[src/rtl/data_mem_responder_if.sv]
// Load/store port bundle between the execute stage and data_mem_responder.
// The master drives requests; the slave (responder) returns load data and stall.
interface data_mem_responder_if;

    logic        mem_ro_port_enable;
    logic [15:0] mem_ro_port_address;
    logic        mem_wo_port_enable;
    logic [15:0] mem_wo_port_address;
    logic [15:0] mem_wo_port_value;
    logic [15:0] mem_ro_port_value;
    logic        mem_ro_port_valid;
    logic        mem_stall;

    // Execute-stage side: issues loads and stores, holds them while stalled
    modport master (
        output mem_ro_port_enable,
        output mem_ro_port_address,
        output mem_wo_port_enable,
        output mem_wo_port_address,
        output mem_wo_port_value,
        input  mem_ro_port_value,
        input  mem_ro_port_valid,
        input  mem_stall
    );

    // Memory side: accepts requests, answers loads one cycle later
    modport slave (
        input  mem_ro_port_enable,
        input  mem_ro_port_address,
        input  mem_wo_port_enable,
        input  mem_wo_port_address,
        input  mem_wo_port_value,
        output mem_ro_port_value,
        output mem_ro_port_valid,
        output mem_stall
    );

endinterface

[src/rtl/data_mem_responder.sv]
// Data-memory responder: single-port word RAM behind a posted FIFO store buffer.
// Loads answer one cycle after acceptance; stores drain to the RAM in cycles
// where no load uses the port, or unconditionally once the buffer is full.
// Build option: define DATA_MEM_FORWARD_EN for store-to-load forwarding out of
// the store buffer. Without it, a load that hits a buffered address stalls
// until the matching entries have drained, so load data always comes from RAM.
// mem_stall is a combinational output (the forwarding-less build folds the
// current load request into it).
module data_mem_responder #(
    parameter int unsigned ADDR_W   = 8,
    parameter int unsigned SB_DEPTH = 4
) (
    input  logic                 clk,
    input  logic                 rst,
    data_mem_responder_if.slave  bus
);

    localparam int unsigned DATA_W    = 16;
    localparam int unsigned BUS_AW    = 16;
    localparam int unsigned PTR_W     = (SB_DEPTH > 1) ? $clog2(SB_DEPTH) : 1;
    localparam int unsigned CNT_W     = PTR_W + 1;
    localparam int unsigned RAM_WORDS = 1 << ADDR_W;

    typedef struct packed {
        logic [ADDR_W-1:0] addr;
        logic [DATA_W-1:0] data;
    } sb_entry_t;

    // Storage
    logic [DATA_W-1:0] r_ram [RAM_WORDS];
    sb_entry_t         r_sb  [SB_DEPTH];
    logic [PTR_W-1:0]  r_head;
    logic [PTR_W-1:0]  r_tail;
    logic [CNT_W-1:0]  r_count;

    // Response registers
    logic [DATA_W-1:0] r_ro_value;
    logic              r_ro_valid;

    // Request decode and arbitration
    logic [ADDR_W-1:0] w_ro_addr;
    logic [ADDR_W-1:0] w_wo_addr;
    logic              w_full;
    logic              w_empty;
    logic              w_hit;
    logic              w_stall;
    logic              w_load_acc;
    logic              w_store_acc;
    logic              w_drain;
    sb_entry_t         w_head_entry;
    sb_entry_t         w_new_entry;
    logic [DATA_W-1:0] w_rd_data;
    logic [DATA_W-1:0] w_load_result;
`ifdef DATA_MEM_FORWARD_EN
    logic [DATA_W-1:0] w_hit_data;
`endif
    logic              w_unused_addr_hi;

    // Only the low ADDR_W address bits select a word; the rest alias
    assign w_ro_addr        = bus.mem_ro_port_address[ADDR_W-1:0];
    assign w_wo_addr        = bus.mem_wo_port_address[ADDR_W-1:0];
    assign w_unused_addr_hi = &{1'b0,
                                bus.mem_ro_port_address[BUS_AW-1:ADDR_W],
                                bus.mem_wo_port_address[BUS_AW-1:ADDR_W]};

    assign w_full       = (r_count == CNT_W'(SB_DEPTH));
    assign w_empty      = (r_count == CNT_W'(0));
    assign w_head_entry = r_sb[r_head];
    assign w_new_entry  = '{addr: w_wo_addr, data: bus.mem_wo_port_value};

    // Search live buffer entries oldest to youngest so the youngest match wins
    always_comb begin
        w_hit = 1'b0;
`ifdef DATA_MEM_FORWARD_EN
        w_hit_data = '0;
`endif
        for (int unsigned i = 0; i < SB_DEPTH; i++) begin
            if ((CNT_W'(i) < r_count) &&
                (r_sb[r_head + PTR_W'(i)].addr == w_ro_addr)) begin
                w_hit = 1'b1;
`ifdef DATA_MEM_FORWARD_EN
                w_hit_data = r_sb[r_head + PTR_W'(i)].data;
`endif
            end
        end
    end

    // Stall: buffer full, or (no forwarding) a load that must wait for a drain
`ifdef DATA_MEM_FORWARD_EN
    assign w_stall = w_full;
`else
    assign w_stall = w_full | (bus.mem_ro_port_enable & w_hit);
`endif

    assign w_load_acc  = bus.mem_ro_port_enable & ~w_stall;
    assign w_store_acc = bus.mem_wo_port_enable & ~w_stall;

    // RAM port: an accepted load owns it; otherwise the head drains if present.
    // A full buffer never accepts a load, so draining is forced there.
    assign w_drain = ~rst & ~w_empty & ~w_load_acc;

    // Load data: forwarded from the buffer when enabled and hit, else RAM
    assign w_rd_data = r_ram[w_ro_addr];
`ifdef DATA_MEM_FORWARD_EN
    assign w_load_result = w_hit ? w_hit_data : w_rd_data;
`else
    assign w_load_result = w_rd_data;
`endif

    // Store-buffer pointers and occupancy
    always_ff @(posedge clk) begin
        if (rst) begin
            r_head  <= '0;
            r_tail  <= '0;
            r_count <= '0;
        end else begin
            if (w_store_acc) begin
                r_tail <= r_tail + PTR_W'(1);
            end
            if (w_drain) begin
                r_head <= r_head + PTR_W'(1);
            end
            unique case ({w_store_acc, w_drain})
                2'b10:   r_count <= r_count + CNT_W'(1);
                2'b01:   r_count <= r_count - CNT_W'(1);
                default: r_count <= r_count;
            endcase
        end
    end

    // Store-buffer payload; entries beyond count are don't-care
    always_ff @(posedge clk) begin
        if (!rst && w_store_acc) begin
            r_sb[r_tail] <= w_new_entry;
        end
    end

    // RAM write port, fed only by the buffer head
    always_ff @(posedge clk) begin
        if (w_drain) begin
            r_ram[w_head_entry.addr] <= w_head_entry.data;
        end
    end

    // Load response: one-cycle valid pulse, value holds its last result
    always_ff @(posedge clk) begin
        if (rst) begin
            r_ro_value <= '0;
            r_ro_valid <= 1'b0;
        end else begin
            r_ro_valid <= w_load_acc;
            if (w_load_acc) begin
                r_ro_value <= w_load_result;
            end
        end
    end

    assign bus.mem_ro_port_value = r_ro_value;
    assign bus.mem_ro_port_valid = r_ro_valid;
    assign bus.mem_stall         = w_stall;

endmodule
[src/flat_wrapper.sv]
// flat-port wrapper written by rule: the top's interface ports become plain ports
module data_mem_responder_flat 
#(
    parameter int unsigned ADDR_W   = 8,
    parameter int unsigned SB_DEPTH = 4
)
  (clk, rst, bus_mem_ro_port_enable, bus_mem_ro_port_address, bus_mem_wo_port_enable, bus_mem_wo_port_address, bus_mem_wo_port_value, bus_mem_ro_port_value, bus_mem_ro_port_valid, bus_mem_stall);
  data_mem_responder_if bus_i ();
  input  logic clk;
  input  logic rst;
  input wire logic [$bits(bus_i.mem_ro_port_enable)-1:0] bus_mem_ro_port_enable;
  input wire logic [$bits(bus_i.mem_ro_port_address)-1:0] bus_mem_ro_port_address;
  input wire logic [$bits(bus_i.mem_wo_port_enable)-1:0] bus_mem_wo_port_enable;
  input wire logic [$bits(bus_i.mem_wo_port_address)-1:0] bus_mem_wo_port_address;
  input wire logic [$bits(bus_i.mem_wo_port_value)-1:0] bus_mem_wo_port_value;
  output wire logic [$bits(bus_i.mem_ro_port_value)-1:0] bus_mem_ro_port_value;
  output wire logic [$bits(bus_i.mem_ro_port_valid)-1:0] bus_mem_ro_port_valid;
  output wire logic [$bits(bus_i.mem_stall)-1:0] bus_mem_stall;
  assign bus_i.mem_ro_port_enable = bus_mem_ro_port_enable;
  assign bus_i.mem_ro_port_address = bus_mem_ro_port_address;
  assign bus_i.mem_wo_port_enable = bus_mem_wo_port_enable;
  assign bus_i.mem_wo_port_address = bus_mem_wo_port_address;
  assign bus_i.mem_wo_port_value = bus_mem_wo_port_value;
  assign bus_mem_ro_port_value = bus_i.mem_ro_port_value;
  assign bus_mem_ro_port_valid = bus_i.mem_ro_port_valid;
  assign bus_mem_stall = bus_i.mem_stall;
  data_mem_responder #(.ADDR_W(ADDR_W), .SB_DEPTH(SB_DEPTH)) u_core (.clk(clk), .rst(rst), .bus(bus_i));
endmodule
[config.mk]
export PLATFORM = sky130hd
export DESIGN_NAME = data_mem_responder_flat
export DESIGN_NICKNAME = d
export VERILOG_FILES = /design/src/rtl/data_mem_responder_if.sv /design/src/rtl/data_mem_responder.sv /design/src/flat_wrapper.sv
export SDC_FILE = /design/constraint.sdc
export NUM_CORES = 2
export LEC_CHECK = 0
export ABC_AREA = 0
export BUFFER_PORTS_ARGS = -buffer_cell sky130_fd_sc_hd__buf_4
export CORE_ASPECT_RATIO = 0.6
export CORE_MARGIN = 4
export CORE_UTILIZATION = 25
export DETAILED_ROUTE_END_ITERATION = 12
export SYNTH_ARGS = -nofsm -noshare
export SYNTH_HDL_FRONTEND = slang
export SYNTH_MEMORY_MAX_BITS = 65536
export SYNTH_SLANG_ARGS = --single-unit
[constraint.sdc]
create_clock -name clk -period 6.1 [get_ports clk]
set_input_delay 0.915 -clock clk [delete_from_list [all_inputs] [get_ports clk]]
set_output_delay 0.915 -clock clk [all_outputs]
set_load 0.05 [all_outputs]
==> metrics.yaml <==
run_status:
  status: "finished, violations left"
  violations: "max-capacitance violations"
timing:
  maxSlewHeadroom: 0.00257
  finalHoldViolCount: 0
  slew_violations: 0
  fin_setup_tns_ps: 0
  fmax_mhz: 194
  rsz0062_at_grt: "no"
  post-route-period-util: 0.846
  final.min_clock_period_ps: 5160
  finalSetupViolations: 0
  worstMarginPinSlew_ps: 1500
  fin_skew_ps: 99.9
setup_path:
  slowest_delay_ps: 590
  crit_buf_inv: 2
  critPathKind: "reg -> out"
  worstPathCellList: "buf_4, mux4_2, xor2_1, or4_1, o31ai_2, o21ai_0, nand2_1, buf_4"
  crit_slowest_cell: "dfxtp_2"
  cp_max_fo: 17
  path_delay_family: "simple AND/OR/NAND/NOR gates"
  critPathCaptureType: "output pin"
  start_kind: "flip-flop"
  crit_top_cell: "buf_4"
  arrival_ps: 4250
  required_ps: 5180
cts:
  cts_made_buffers: 337
  root_buffer: "clkbuf_16"
  cts_resized: 0
  clkLatencyLatePin_ps: 960
  clockBufferDepth: 4
  htreeDepth: 5
  cts_tree: "done"
  cts.sinks: 4218
  clk_pin_slew_ps: 80
  hold_buffers: 0
  cts_setup_buffers: 0
placed_design:
  hpwl_mm: 283
  portBuffers: 53
  dpl_cell_area_um2: 177000
  gp_congestion: 0.903
grt:
  grt_pass1_wl_mm: 628
  grt_max_degree: 191
  antenna_found_initial: 29
  grt.overflow.total: 0
  grt_pass1_vias: 77569
  track_usage: 0.130
synthesis:
  ys.flop_type: "edfxtp_1"
  yosysUniqueCellTypes: 50
  netlist_instances: 7754
  yosysTopAreaCell: "edfxtp_1"
  synth.top_cell.area_share: 0.772
  synth-edff-count: 4192
  netlist_area_um2: 163000
  ys_ff_latch: 4218
  ys_seq_area_frac: 0.775
  ys_async_sr_fraction: 0
  ys_warn_count: 0
  synth.area.top_cells: "edfxtp_1 (77%), mux4_2 (14%), nor2_1 (2.3%)"
  syn-mean-instance-area_um2: 21.0
  syn-num-nets: 7815
power_and_ir_drop:
  p_total_mw: 62.4
  total_leakage_power_nw: 57.0
  powerDensity_nw_per_um2: 332
  vdd_drop_max_v: 0.000350
detailed_routing:
  vias: 81487
  wl_mm: 450
  postRouteAntennaNets: 0
  remaining_drc_errors: 0
  via_per_inst: 4.76
  drt-initial-drc-count: 12348
  wl_per_cell_um: 26.3
  dr.pass1.iters: 6
layout:
  area_delta_synth_final_pct: 15.4
  mostFrequentLayoutCells: "edfxtp_1 (4192), mux4_2 (1002), nor2_1 (946)"
  fillCellCount: 63156
  finalNetCount: 8248
  final_area_um2: 188000
  drive_gt1_frac: 0.273
  final_common_cell: "edfxtp_1"
floorplan:
  die_h_um: 634
  coreArea_um2: 649000
  start_util: 0.251
  rows: 229
  io_pins: 70
  dieArea_um2: 666000
  die_x_mm: 1.05
hold_path:
  min_path_type: "in -> reg"
run:
  cap_violations: 1
==> path summary, 6_finish.rpt <==
path,end,slack (ps),from,depth (start not counted)
setup / recovery,bus_mem_stall,940,flip-flop,8
hold / removal,u_core.r_sb[3][18],180,bus_mem_wo_port_address[2],1
setup reg to reg,u_core.r_ram[169][14],1250,flip-flop,10
hold reg to reg,u_core.r_tail[1],550,u_core.r_tail[1],2
==> cell families after synthesis <==
group	synth area share
compound gates	0.0169
xor+xnor	0.00226
fa+ha+maj	0.000690
buf+inv	0.0119
flops	0.775
mux	0.159
simple gates	0.0344
==> state kept, by name, indices dropped and copies added, names as in the netlist, named ones only <==
name / count
u_core.bus.mem_ro_port_valid: 1
u_core.bus.mem_ro_port_value: 16
u_core.r_count: 3
u_core.r_head: 2
u_core.r_ram: 4096
u_core.r_sb: 96
u_core.r_tail: 2
==> synthesized netlist by cell type (all sizes together), types with 15 or more instances <==
cell type	n
mux4	1019
o22ai	209
a221oi	28
a31oi	16
xor2	16
nor2	986
a21oi	18
clkbuf	281
nor4	30
mux2	68
a2111oi	32
buf	173
edfxtp	4192
xnor2	26
a22oi	28
dfxtp	26
nand2	85
o211ai	31
or3b	15
nor3	107
mux2i	217
nand3	29
nand2b	23
==> where the power goes <==
part	internal, mW	leakage [nW]	switching [mW]	total, mW
clock network	11.7	5.32	10.6	22.4
logic	1.34	13.8	4.75	6.09
registers	33.8	37.9	0.103	33.9
==> through the flow <==
| stage | hold WS, ps | std cells | util | setup WS [ps] |
|---|---|---|---|---|
| 6_report | 178 | 17119 | 0.290 | 939 |
| 5_1_grt | 124 | 17116 | 0.290 | 752 |
| 4_1_cts | 104 | 17115 | 0.290 | 889 |
| 3_5_place_dp | 542 | 16509 | 0.273 | 868 |
| 3_3_place_gp | 517 | 16509 | 0.273 | 887 |
| 2_1_floorplan | 485 | 7754 | - | 1570 |
==> per-layer routing <==
metal  vias to the layer above  global-route usage  share of wire
met4                         4              0.0168          0.013
met1                     43925               0.207           0.46
li1                      32801                   -              -
met2                      4343               0.166           0.39
met3                       414              0.0513           0.14
met5                         -                   0       0.000058
==> layout make-up <==
cell class,instances,area [µm²],area share
Antenna cell,3,7.51,0.0000399
Clock buffer,398,8780,0.0466
Clock inverter,208,2110,0.0112
Inverter,9,41.3,0.000219
Multi-Input combinational cell,3073,35400,0.188
Sequential cell,4218,126000,0.671
Tap cell,8662,10800,0.0576
Timing Repair Buffer,548,4640,0.0247
No activity file was read; power rests on OpenSTA's default activity.
